**config.mk**
```make
export PLATFORM = sky130hd
export DESIGN_NAME = codec_rx
export DESIGN_NICKNAME = d
export VERILOG_FILES = /design/src/rtl/codec_rx.sv
export SDC_FILE = /design/constraint.sdc
export NUM_CORES = 1
export LEC_CHECK = 0
export ABC_AREA = 1
export CORE_MARGIN = 8
export CORE_UTILIZATION = 52
export DETAILED_ROUTE_END_ITERATION = 16
export HOLD_SLACK_MARGIN = 0.08
export PLACE_DENSITY = 0.78
export SLEW_MARGIN = 20
export SYNTH_ARGS = -nofsm -noshare
export SYNTH_HDL_FRONTEND = slang
export SYNTH_SLANG_ARGS = --single-unit
export TNS_END_PERCENT = 1
```
**constraint.sdc**
```tcl
create_clock -name clk -period 1.7 [get_ports clk]
set_input_delay 0.255 -clock clk [delete_from_list [all_inputs] [get_ports clk]]
set_output_delay 0.255 -clock clk [all_outputs]
set_load 0.05 [all_outputs]
```
**src/rtl/codec_rx.sv**
```systemverilog
// Receive side of a left-justified serial audio codec link. Generates the
// codec clocks from one free-running counter and deserialises 16-bit L/R pairs.
module codec_rx (
    input  logic        clk,
    input  logic        rst_n,
    input  logic        SDout,
    output logic        MCLK,
    output logic        SCLK,
    output logic        LRCLK,
    output logic        RSTn,
    output logic [15:0] lft_smpl,
    output logic [15:0] rght_smpl,
    output logic        wrt_smpl
);

    localparam int DATA_W = 16;

    localparam logic [1:0] IDLE = 2'd0;
    localparam logic [1:0] SYNC = 2'd1;
    localparam logic [1:0] RUN  = 2'd2;

    localparam logic [10:0] LFT_LAST  = 11'd991;
    localparam logic [10:0] RGHT_LAST = 11'd2015;
    localparam logic [10:0] FRM_LAST  = 11'd2047;

    logic [10:0]       cnt_q, cnt_d;
    logic [DATA_W-1:0] shreg_q, shreg_d;
    logic [DATA_W-1:0] lft_q, lft_d;
    logic [DATA_W-1:0] rght_q, rght_d;
    logic              wrt_q, wrt_d;
    logic              rstn_q, rstn_d;
    logic [1:0]        state_q, state_d;
    logic [DATA_W-1:0] shifted;

    always_comb begin
        cnt_d   = cnt_q + 11'd1;
        shifted = {shreg_q[DATA_W-2:0], SDout};
        // SDout is sampled on the edge where SCLK rises, mid bit-cell.
        shreg_d = (cnt_q[5:0] == 6'd31) ? shifted : shreg_q;
        lft_d   = (cnt_q == LFT_LAST)  ? shifted : lft_q;
        rght_d  = (cnt_q == RGHT_LAST) ? shifted : rght_q;

        state_d = state_q;
        case (state_q)
            IDLE:    if (cnt_q == FRM_LAST) state_d = SYNC;
            SYNC:    if (cnt_q == FRM_LAST) state_d = RUN;
            RUN:     state_d = RUN;
            default: state_d = IDLE;
        endcase

        // The SYNC frame fills the sample registers but is never announced.
        wrt_d  = (state_q == RUN) && (cnt_q == RGHT_LAST);
        rstn_d = (state_d != IDLE);
    end

    always_ff @(posedge clk) begin
        if (!rst_n) begin
            cnt_q   <= '0;
            shreg_q <= '0;
            lft_q   <= '0;
            rght_q  <= '0;
            wrt_q   <= 1'b0;
            rstn_q  <= 1'b0;
            state_q <= IDLE;
        end else begin
            cnt_q   <= cnt_d;
            shreg_q <= shreg_d;
            lft_q   <= lft_d;
            rght_q  <= rght_d;
            wrt_q   <= wrt_d;
            rstn_q  <= rstn_d;
            state_q <= state_d;
        end
    end

    assign MCLK      = cnt_q[1];
    assign SCLK      = cnt_q[5];
    assign LRCLK     = cnt_q[10];
    assign RSTn      = rstn_q;
    assign lft_smpl  = lft_q;
    assign rght_smpl = rght_q;
    assign wrt_smpl  = wrt_q;

endmodule

```
Word level (Yosys, flattened, before mapping)
Index checks and enable logic that the tools add are counted.
Operators by class
  mux-type cells: 3
  reductions and logical operators: 3
  bitwise gates (word level): 0
  eq/ne operators: 6
  add/sub/neg operators: 1
  div/mod/pow operators: 0
  multipliers: 0
  order comparisons: 0
  shift-type cells: 0
Operators with widths (number)
  $eq 11x11->1 const B: 2
  $add 11x1->11 const B: 1
  $eq 11x10->1 const B: 1
  $eq 6x5->1 const B: 1
  $pmux 2 s3: 1
  $mux 2: 2
  $eq 2x1->1 const B: 1
  $eq 2x2->1 const B: 1
  $logic_not 2->1: 1
  $reduce_bool 2->1: 1
  $logic_and 1x1->1: 1
Word-level totals
  bits in latches: 0
  logic and storage cells: 20
  bits in registers: 62
  bits of input ports: 3
  ROM bits: 0
  bits in writable memories: 0
  output and inout bits: 37
  memories kept: 0

Longest topological paths before layout
  word-level depth: 4
  depth in mapped cells: 9

Worst setup path before layout
OpenSTA, ideal clock, no wires.
  path kind: register to register
  from: reg cnt_q[1]
  to: reg lft_q[10] (netlist: lft_smpl[10])
  data required time: 1586 ps
  path buffers: 1
  setup time: 114 ps
  stages on the path, launching flop included: 10
  arrival time: 1671 ps
  path slack: -85 ps
  path through: dfxtp_1 -> ha_1 -> nand2_2 -> nor2_8 -> nand2_4 -> nor2_8 -> buf_6 -> nand2_1 -> nand2_1 -> nor2_1
Between the ends
  cells in the longest elaborated chain, start to end: 1
Ends and longest elaborated chain
  start, declared: line 26  | logic [10:0] cnt_q, cnt_d;
  start signal, assigned: line 66  | cnt_q <= cnt_d;
  $eq 11x10->1: line 40  | lft_d = (cnt_q == LFT_LAST) ? shifted : lft_q;
  end signal, assigned: line 68  | lft_q <= lft_d;
  end, declared: line 28  | logic [DATA_W-1:0] lft_q, lft_d;
Every way passes these cells.
A chain may end at the register's enable or synchronous reset.

Worst setup path after layout
  from: reg cnt_q[0]
  to: reg shreg_q[8]
Between the ends
  cells in the longest elaborated chain, start to end: 1
Ends and longest elaborated chain
  $eq 6x5->1: line 39  | shreg_d = (cnt_q[5:0] == 6'd31) ? shifted : shreg_q;
  end signal, assigned: line 67  | shreg_q <= shreg_d;
  end, declared: line 27  | logic [DATA_W-1:0] shreg_q, shreg_d;
Every way passes these cells.

==> results.yml <==
global_route:
  grt_pass1_wl_mm: 8.35
  grt_pass1_vias: 1937
  gr-total-overflow: 0
  grt_start_max_net_pins: 57
  antenna_found_initial: 0
  grt_usage_pct: 14.4
yosys:
  synthCells: 300
  avgSynthCellArea_um2: 8.00
  synthDistinctLibCells: 24
  netlist_area_um2: 2400
  synth_nets: 304
  ys_seq_area_share_pct: 51.7
  ys_warn_count: 0
  synth_seq_cells: 62
finish:
  nets: 345
  antenna_cells: 0
  seq_area_um2: 1240
  layout_commonest_cell: "nor2_1"
  n_fill_cell: 384
  drive_gt1_share_pct: 22.8
  multi_input_area_um2: 973
  final_cell_mix: "nor2_1 (62), dfxtp_1 (61), nand2_1 (50)"
  syn_to_final_growth_pct: 22.0
floorplanning:
  dieArea_um2: 7050
  fp.dieH_um: 84.0
  start_util_pct: 54.4
  core_um2: 4410
  dieWidth_um: 84.0
  rows: 24
  ios: 40
sta:
  hold_viol_final: 0
  rsz0062_at_grt: "false"
  clock_skew_ns: 0.00715
  slew_headroom_pct: 78.3
  max_freq_mhz: 655
  period_needed_ns: 1.53
  finalSetupViolations: 0
  min_period_over_period_pct: 89.8
  final.setup.tns_ns: 0
  final_max_slew_viol_count: 0
  max_slew.worst_pin.slew_ns: 0.323
setup_path:
  cp-end-kind: "flip-flop"
  critPathMaxFanout: 30
  cp_top_family: "simple AND/OR/NAND/NOR gates"
  worstSetupPathType: "reg -> reg"
  cp_slowest_stage_delay_ns: 0.35
  path_cells: "ha_1, nand2_2, nor2_8, nand2_4, buf_4, o21ai_0, a21oi_1"
  start_kind: "flip-flop"
  crit_arrival_ns: 1.75
  cp_slowest_cell: "dfxtp_1"
  cp_num_buf_inv: 1
  crit_required_ns: 1.92
detailed_routing:
  dr.pass1.iters: 4
  vias: 1975
  drtAntennaViolNets: 0
  routed_via_density: 4.96
  route.detailed.drc: 0
  drtIter0Drc: 139
  wl_per_cell_um: 12.0
  finalWirelength_mm: 4.76
pwr:
  p_total_mw: 2.73
  vdd_ir_drop_max_v: 0.000744
  power_density_nw_per_um2: 930
  leakagePower_nw: 1.29
placement:
  dp_hpwl_mm: 3.31
  port_buffers: 39
  place_congestion: 0.795
clocking:
  cts_sinks: 62
  clockBufferDepth: 2
  htreeDepth: 3
  cts_made_buffers: 9
  cts_tree: "done"
  clock-root-buffer: "clkbuf_8"
  clk_pin_slew_worst_paths_ns: 0.06
  clk_latency_ns: 0.34
job:
  maxCapViolCount: 0
worst_hold_path:
  hold_class: "reg -> reg"
run_status:
  status: "finished, final reports clean"
==> metrics by stage <==
stage                     hold WS [ns]  instance area, um^2  instances  util (%)  setup slack [ns]
after floorplan                  0.417                 2400        300         -             0.102
after global placement           0.426                 2730        382      61.9             0.183
after detailed placement         0.446                 2730        382      61.9             0.136
after CTS                        0.458                 2920        398      66.2             0.108
after global routing             0.476                 2930        398      66.4            0.0178
final                            0.457                 2930        398      66.4             0.173
==> Yosys cell counts <==
| library cell | number | area (um^2) |
|---|---|---|
| buf_6 | 2 | 22.5 |
| nand2_1 | 50 | 188 |
| nor2_2 | 2 | 12.5 |
| nor2_1 | 62 | 233 |
| buf_8 | 2 | 30.0 |
| clkbuf_1 | 6 | 22.5 |
| buf_2 | 3 | 15.0 |
| nand2_2 | 5 | 31.3 |
| o21ai_2 | 9 | 78.8 |
| o21ai_0 | 24 | 120 |
| xor2_1 | 1 | 8.76 |
| a21oi_1 | 19 | 95.1 |
| nand3_2 | 1 | 10.0 |
| xnor2_1 | 1 | 8.76 |
| ha_1 | 1 | 12.5 |
| nand2_4 | 1 | 11.3 |
| nor2_8 | 3 | 60.1 |
| nand4_1 | 1 | 6.26 |
| nand3_1 | 15 | 75.1 |
| o21a_1 | 1 | 7.51 |
| nor3_1 | 2 | 10.0 |
| buf_1 | 1 | 3.75 |
| dfxtp_1 | 62 | 1240 |
| inv_1 | 26 | 97.6 |
==> power by group <==
group          total, mW  internal [mW]  switching, mW
combinational     0.0791         0.0277         0.0515
clock               1.18          0.643          0.539
sequential          1.46           1.46        0.00458
total               2.73           2.13          0.595
==> worst register-to-register path, cell delays in order, from the launching register on <==
cell and delay, ns:
dfxtp_1 0.35, ha_1 0.19, nand2_2 0.11, nor2_8 0.16, nand2_4 0.10, buf_4 0.24, o21ai_0 0.21, a21oi_1 0.06
==> timing repair <==
action,4_1_cts,5_1_grt
endpoints found under the setup margin,0,3
buffers inserted,0,0
hold buffers,0,0
gates resized for setup,0,3
hold endpoints to repair,0,0
==> flip-flops by register name, indices dropped and copies added (netlist names) <==
signal / flops
wrt_smpl: 1
RSTn: 1
rght_smpl: 16
lft_smpl: 16
state_q: 2
shreg_q: 15
cnt_q: 11
==> per-layer routing <==
metal / global-route usage (%) / routed length, um / vias to the layer above
met5: 0 / 0 / -
met4: 9.58 / 126 / 0
met3: 4.30 / 274 / 10
met2: 23.4 / 2130 / 42
met1: 15.8 / 2220 / 891
li1: - / - / 1032
==> path summary, 6_finish.rpt <==
kind         startpoint          to  slack [ns]  depth (start not counted)
max reg2reg    cnt_q[0]  shreg_q[8]        0.17                          7
min            cnt_q[0]    cnt_q[0]        0.46                          1
max            cnt_q[0]  shreg_q[8]        0.17                          7
min reg2reg    cnt_q[0]    cnt_q[0]        0.46                          1
==> area by class of cell <==
type	instances	area share (%)
tap	52	2.22
timing repair buffer	44	12.4
sequential	62	42.4
inverter	26	3.33
multi-input combinational	198	33.2
clock inverter	3	0.598
clock buffer	13	5.77
==> cells by family (layout without fill, tap and decap cells) <==
family	Yosys count	in the layout	synth area share, %
and+or+nand+nor	142	142	26.5
DFF	62	62	51.7
AOI/OAI and AO/OA	53	53	12.6
buffers and inverters	40	86	7.97
xor gates and xnor gates	2	2	0.730
adders and majority gates	1	1	0.521
(Power assumes the default switching activity.)
